## src/rtl/pwm_pkg.sv

```systemverilog
// pwm_pkg: shared FSM state type and duty-width helper for the PWM generator.
package pwm_pkg;
   typedef enum logic [1:0] {IDLE = 2'd0, ARM = 2'd1, RUN = 2'd2, DRAIN = 2'd3} state_e;
   function automatic int duty_w(input int width);
      return width + 1;
   endfunction
endpackage

```

## src/rtl/pwm_wrap_det.sv

```systemverilog
// pwm_wrap_det: registers the counter value and flags the first cycle it returns to zero.
module pwm_wrap_det #(
   parameter int WIDTH = 4
) (
   input  logic             clk_i,
   input  logic             reset_i,
   input  logic [WIDTH-1:0] cnt_i,
   output logic             wrap_o
);
   logic [WIDTH-1:0] cnt_q, cnt_d;
   always_comb begin
      cnt_d  = cnt_i;
      wrap_o = (cnt_i == '0) && (cnt_q != '0);
   end
   always_ff @(posedge clk_i or posedge reset_i)
      if (reset_i) cnt_q <= '0;
      else         cnt_q <= cnt_d;
endmodule

```

## src/rtl/pwm_gen.sv

```systemverilog
// pwm_gen: compares an external counter against a wrap-synchronised duty setting and
// drives a registered PWM output with period-aligned start/stop.
module pwm_gen
   import pwm_pkg::*;
#(
   parameter int   WIDTH = 4,
   parameter logic POL   = 1'b1
) (
   input  logic                  clk_i,
   input  logic                  reset_i,
   input  logic [WIDTH-1:0]      cnt_i,
   input  logic                  en_i,
   input  logic [duty_w(WIDTH)-1:0] duty_i,
   input  logic                  duty_valid_i,
   output logic                  duty_ready_o,
   output logic                  pwm_o,
   output logic                  period_o,
   output logic                  busy_o
);
   localparam int DW = duty_w(WIDTH);
   state_e        state_q, state_d;
   logic [DW-1:0] duty_act_q, duty_act_d, shadow_q, shadow_d, duty_eff;
   logic          shadow_full_q, shadow_full_d, pwm_q, pwm_d, period_q, period_d;
   logic          wrap, accept, active, load_shadow;
   pwm_wrap_det #(.WIDTH(WIDTH)) u_wrap_det (
      .clk_i   (clk_i),
      .reset_i (reset_i),
      .cnt_i   (cnt_i),
      .wrap_o  (wrap)
   );
   always_ff @(posedge clk_i or posedge reset_i)
      if (reset_i) state_q <= IDLE;
      else         state_q <= state_d;
   always_comb begin
      state_d = state_q;
      case (state_q)
         IDLE:    state_d = en_i ? ARM : IDLE;
         ARM:     state_d = !en_i ? IDLE : wrap ? RUN : ARM;
         RUN:     state_d = en_i ? RUN : DRAIN;
         DRAIN:   state_d = en_i ? RUN : wrap ? IDLE : DRAIN;
         default: state_d = IDLE;
      endcase
   end
   // The pending shadow value governs the very first compare of the period it opens.
   always_comb begin
      accept        = duty_valid_i && !shadow_full_q;
      load_shadow   = accept && (state_q != IDLE);
      duty_eff      = (wrap && shadow_full_q) ? shadow_q : duty_act_q;
      active        = (state_d == RUN || state_d == DRAIN) && ({1'b0, cnt_i} < duty_eff);
      pwm_d         = active ? POL : ~POL;
      period_d      = wrap && (state_d == RUN);
      duty_act_d    = (accept && state_q == IDLE) ? duty_i :
                      (wrap && shadow_full_q) ? shadow_q : duty_act_q;
      shadow_d      = load_shadow ? duty_i : shadow_q;
      shadow_full_d = load_shadow ? 1'b1 : wrap ? 1'b0 : shadow_full_q;
   end
   always_ff @(posedge clk_i or posedge reset_i)
      if (reset_i) begin
         duty_act_q    <= '0;
         shadow_q      <= '0;
         shadow_full_q <= 1'b0;
         pwm_q         <= ~POL;
         period_q      <= 1'b0;
      end else begin
         duty_act_q    <= duty_act_d;
         shadow_q      <= shadow_d;
         shadow_full_q <= shadow_full_d;
         pwm_q         <= pwm_d;
         period_q      <= period_d;
      end
   assign duty_ready_o = !shadow_full_q;
   assign pwm_o        = pwm_q;
   assign period_o     = period_q;
   assign busy_o       = (state_q != IDLE);
endmodule

```

## config.mk

```make
export PLATFORM = sky130hd
export DESIGN_NAME = pwm_gen
export DESIGN_NICKNAME = d
export VERILOG_FILES = /design/src/rtl/pwm_pkg.sv /design/src/rtl/pwm_wrap_det.sv /design/src/rtl/pwm_gen.sv
export SDC_FILE = /design/constraint.sdc
export NUM_CORES = 1
export LEC_CHECK = 0
export ABC_AREA = 1
export BUFFER_PORTS_ARGS = -buffer_cell sky130_fd_sc_hd__clkbuf_2
export CORE_ASPECT_RATIO = 0.8
export CORE_UTILIZATION = 50
export DETAILED_ROUTE_END_ITERATION = 6
export GPL_ROUTABILITY_DRIVEN = 0
export PLACE_DENSITY = 0.73
export SYNTH_ARGS = -nofsm -noshare
export SYNTH_HDL_FRONTEND = slang
export SYNTH_SLANG_ARGS = --single-unit
```

## constraint.sdc

```tcl
create_clock -name clk_i -period 2 [get_ports clk_i]
set_input_delay 0.5 -clock clk_i [delete_from_list [all_inputs] [get_ports clk_i]]
set_output_delay 0.5 -clock clk_i [all_outputs]
set_load 0.02 [all_outputs]
```

==> metrics.yaml, run 1 <==
min_period_over_period_pct: 84.13
grt_pass1_vias: 617
cp.required_ps: 2230
core_um2: 1692
yosys_warnings: 0
antenna_found_initial: 0
avgSynthCellArea_um2: 9.188
dieHeight_um: 40.72
die_w_um: 50.41
status: "complete, no violations"
grt_max_degree: 20
synth_top_area_share_pct: 50.73
fin_skew_ps: 9.572
cts_setup_buffers: 0
finalSetupViolCount: 0
ioPinCount: 17
port_buffers: 16
switchingPower_uw: 483.9
tns_ps: 0
antenna_left: 0
track_usage_pct: 19.53
cts.sinks: 19
synth.area.top_cells: "dfrtp_1 (51%), nand2_1 (9.2%), inv_1 (6.4%)"
crit_fanout: 7
synth_cell_types: 18
cts-hold-fix-buffers: 0
critPathKind: "in -> reg"
switching_share_pct: 37.79
htreeDepth: 1
layout_common_cells: "nand2_1 (23), dfrtp_1 (19), inv_1 (16), clkbuf_2 (16), nor2_1 (10)"
utilization_pct: 64.28
initial_core_util_pct: 55.40
dieArea_um2: 2052
setup_slack_ps: 317.3
synth_top_area_cell: "dfrtp_1"
combPwrFrac_pct: 37.3
worst-slew-pin-transition_ps: 684.3
clkPwrFrac_pct: 14.8
mappedNetlistArea_um2: 937.1
syn_nets: 118
crit_path_end_kind: "register"
dp_hpwl_mm: 1.291
drt_iter0_markers: 1
critPathLaunchType: "input port"
cts_tree: "yes"
areaGrowthSynthToFinish_pct: 16.02
cts.clk_slew.worst_paths_ps: 110
p_int_uw: 796.7
grt_pass1_wl_mm: 2.725
synth-seq-cells: 19
fin_hold_ws_ps: 266.7
vias: 683
clk_path_buf_depth: 2
synth_cells: 102
fp-row-count: 13
nets: 141
drv_cap: 0
min-delay-path-class: "in -> async"
rsz0062_at_grt: "no"
slew_headroom_pct: 54.33
hold_viol: 0
place_ws_ps: 4.500
crit_arrival_ps: 1910
insertion_delay_ps: 300
n_fill_cell: 158
dr.pass1.iters: 2
wl_per_cell_um: 11.06
vdd_drop_max_mv: 0.7126
p_leak_uw: 0.0006012
p_seq_share_pct: 47.9
cts-root-buf: "clkbuf_4"
final_common_cell: "nand2_1"
max_freq_mhz: 594.3
cts_buffers: 3
wirelength_mm: 1.615
fin_crit_ps: 1683
power.density_nw_per_um2: 1178
ys_seq_area_share_pct: 50.73
gr-total-overflow: 0
drcViolationCount: 0
drive_above_1_share_pct: 29.03
routed_via_density: 4.678
slew_violations: 0
power_uw: 1281
cts_resized: 0
diodes: 0
-- flip-flops by register name, summed over array words and instances (netlist names) --
| name | cells |
|---|---|
| duty_act_q | 5 |
| period_o | 1 |
| pwm_o | 1 |
| shadow_full_q | 1 |
| shadow_q | 5 |
| state_q | 2 |
| u_wrap_det.cnt_q | 4 |
-- cells in the mapped netlist --
cell      number
nand2_1       23
dfrtp_1       19
inv_1         16
nor2_1        10
o21ai_2        6
nand4_1        4
a21oi_1        3
ha_1           3
mux2_2         3
nand3_1        3
or2_0          3
nand2_2        2
o21ai_0        2
inv_2          1
nand3_4        1
nand3b_1       1
nor2_8         1
xor2_1         1
-- stage by stage --
| stage | instances | area (um2) |
|---|---|---|
| final | 146 | 1087 |
| after global routing | 146 | 1087 |
| after CTS | 146 | 1087 |
| after detailed placement | 142 | 1060 |
| after global placement | 142 | 1060 |
| after floorplan | 102 | 937.1 |
-- path summary, 6_finish.rpt --
check / slack (ps) / endpoint / startpoint / cells after the start
min: 270 / period_o / reset_i / 2
max in group asynchronous: 1290 / duty_act_q[2] / reset_i / 2
max reg2reg: 340 / pwm_o / u_wrap_det.cnt_q[3] / 11
min reg2reg: 520 / shadow_q[2] / shadow_q[2] / 1
max: 320 / pwm_o / cnt_i[3] / 12
min in group clk_i: 350 / u_wrap_det.cnt_q[0] / cnt_i[0] / 1
-- critical path, stage by stage --
cell and delay, ps:
clkbuf_2 110, inv_1 50, nand2_1 110, nor2_8 120
nand3_4 90, or2_0 240, o21ai_2 80, ha_1 270
a21oi_1 120, nand3b_1 110, nand2_1 50, nor2_1 70
-- power groups by stage --
stage,registers (uW),clock network (uW),logic (uW)
after global placement,614,0,466
after detailed placement,619,0,484
after CTS,613,196,487
after global routing,630,212,553
after floorplan,606,0,360
final,613,190,477
-- layout make-up --
type,instances,area [um2],area share [%]
Clock inverter,1,5.005,0.4603
Multi-Input combinational cell,66,397.9,36.59
Tap cell,22,27.53,2.532
Sequential cell,19,475.5,43.73
Timing Repair Buffer,18,95.09,8.746
Inverter,17,63.81,5.869
Clock buffer,3,22.52,2.071
-- logic make-up after synthesis --
family,synth area share (%)
AOI/OAI and AO/OA,8.277
xor gates and xnor gates,0.9348
adders and majority gates,4.006
buffers and inverters,6.809
DFF,50.73
muxes,3.605
and+or+nand+nor,25.63
-- metal layers --
layer / track usage (%) / wire length [um] / vias up
met5: 0 / 0 / -
met4: 6.250 / 12 / 0
met3: 7.037 / 85 / 2
met2: 33.67 / 719 / 14
met1: 23.52 / 797 / 301
li1: - / - / 366
No activity file was read; power rests on OpenSTA's default activity.
==> inputs of run 2 (changes only) <==
Clock period 2 ns to 1.6 ns, I/O delays scaled along.
==> metrics.yaml, run 2 (synthesis gave the netlist of run 1 again) <==
min-delay-path-class: "in -> async"
diodes: 0  # unchanged
critPathKind: "reg -> reg"
power.density_nw_per_um2: 1409  # +20%
cts-root-buf: "clkbuf_4"
cts_tree: "yes"
seqCellArea_um2: 475.5  # unchanged
utilization_pct: 75.59  # +11 points
grt_use_met1_pct: 26.33  # +2.8 points
dieHeight_um: 40.72  # unchanged
grt_util_met2_pct: 45.67  # +12 points
areaGrowthSynthToFinish_pct: 36.45
grt_pass1_wl_mm: 3.346  # +23%
setup_slack_ps: -69.45  # -386.8 ps
finalSetupViolCount: 1  # +1
clk_path_buf_depth: 2  # unchanged
status: "complete, but fails checks"
crit_fanout: 4  # -3
p_leak_uw: 0.0006735  # +12%
nets: 155  # +9.9%
routed_via_density: 4.931  # +5.4%
multiInputGateArea_um2: 452.9  # +14%
rsz0062_at_grt: "yes"
reg.largest.list: "duty_act_q (5), shadow_q (5), u_wrap_det.cnt_q (4)"
grt_use_met3_pct: 6.667  # -0.37 points
worst-slew-pin-transition_ps: 239.9  # -444.4 ps
cts-hold-fix-buffers: 0  # unchanged
port_buffers: 16  # unchanged
dr.pass1.iters: 2  # unchanged
drv_cap: 0  # unchanged
core_um2: 1692  # unchanged
ioPinCount: 17  # unchanged
finalNonFillerCells: 160  # +9.6%
place_ws_ps: -430.7  # -435.2 ps
dp_hpwl_mm: 1.532  # +19%
drive_above_1_share_pct: 45.65  # +17 points
drt_iter0_markers: 2  # +1
placed_area_um2: 1197  # +13%
crit_path_end_kind: "register"
final_common_cell: "nand2_1"
fin_crit_ps: 1669
fin_skew_ps: 0.7765  # -8.795 ps
cts_buffers: 3  # unchanged
gr-total-overflow: 0  # unchanged
slew_headroom_pct: 84.01  # +30 points
cts.clk_slew.worst_paths_ps: 100  # about the same
fp-row-count: 13  # unchanged
vdd_drop_max_mv: 0.9938  # +39%
hold_viol: 0  # unchanged
min_period_over_period_pct: 104.3
critPathLaunchType: "register"
antenna_left: 0  # unchanged
cts.sinks: 19  # unchanged
vias: 789  # +16%
busiest_layer: "met2"
antenna_found_initial: 0  # unchanged
crit_start: "u_wrap_det.cnt_q[1]"
cp.required_ps: 1800  # -430 ps
wl_per_cell_um: 12.28  # +11%
drcViolationCount: 0  # unchanged
die_w_um: 50.41  # unchanged
track_usage_pct: 23.75  # +4.2 points
n_fill_cell: 126  # -20%
layout_common_cells: "nand2_1 (21), dfrtp_1 (19), clkbuf_2 (15), buf_4 (15), inv_1 (11)"
max_freq_mhz: 599.0
placed_cells: 154  # +8.5%
wirelength_mm: 1.965  # +22%
grt_max_degree: 20  # unchanged
slew_violations: 0  # unchanged
dieArea_um2: 2052  # unchanged
crit_arrival_ps: 1870  # -40 ps
violations: "negative setup slack"
insertion_delay_ps: 290  # about the same
initial_core_util_pct: 55.40  # unchanged
timing.rr.start: "u_wrap_det.cnt_q[1]"
finalInstanceArea_um2: 1279  # +18%
htreeDepth: 1  # unchanged
grt_pass1_vias: 773  # +25%
run 2: changes by cell type in the layout (fill, tap and decap cells not counted), moves of 2 or more:
cell / previous run / this run
nand2_1: 23 / 21
nor2_2: 0 / 4
inv_2: 1 / 3
inv_1: 16 / 11
nor2_1: 10 / 6
buf_4: 2 / 15
run 2: worst paths after layout:
check	endpoint	slack (ps)	cells after the start
worst min register to register	shadow_q[1]	510	1
min in group clk_i	duty_act_q[3]	320	3
worst min-delay path	state_q[1]	90	3
max in group asynchronous	shadow_q[1]	1320	3
worst max-delay path	pwm_o	-70	12
worst max register to register	pwm_o	-70	12
run 2: area by class of cell:
class                      instances  share of cell area, %
sequential                        19                  37.18
multi-input combinational         66                  35.42
timing repair buffer              32                  16.14
inverter                          17                  7.045
tap                               22                  2.153
clock buffer                       4                  2.055
run 2: what timing repair did:
action | in CTS | in global routing
buffers inserted | 1 | 1
setup endpoints to repair | 1 | 2
pin swaps | 3 | 4
gates resized for setup | 4 | 7
run 2: stage by stage:
stage               TNS, ps  hold slack, ps  power [uW]
CTS                  -74.07           92.38        1765
global route         -175.4           103.7        1944
detailed placement   -500.6           414.6        1493
global placement     -307.5           411.3        1449
finish               -69.45           87.12        1802
floorplan            -103.2           351.1        1220
run 2: routing by layer:
metal	share of wire, %	wire (um)	vias to the layer above
met5	0	0	-
met4	1.4	28	0
met3	3.8	74	5
met2	51	993	14
met1	44	868	370
li1	-	-	400
run 2: report_power, final:
part           switching, uW  internal, uW
clock network            137          97.2
logic                    443           371
registers               97.5           656
run 2: critical path: stages (launching register included):
cell and delay, ps:
dfrtp_1 380, nor2_2 110, nand2_2 80, nand3_4 80, buf_6 100, or2_0 120, o21ai_2 80, ha_1 270
nand2_1 50, inv_2 60, nand3_2 90, nor2_2 110, nor2_1 40
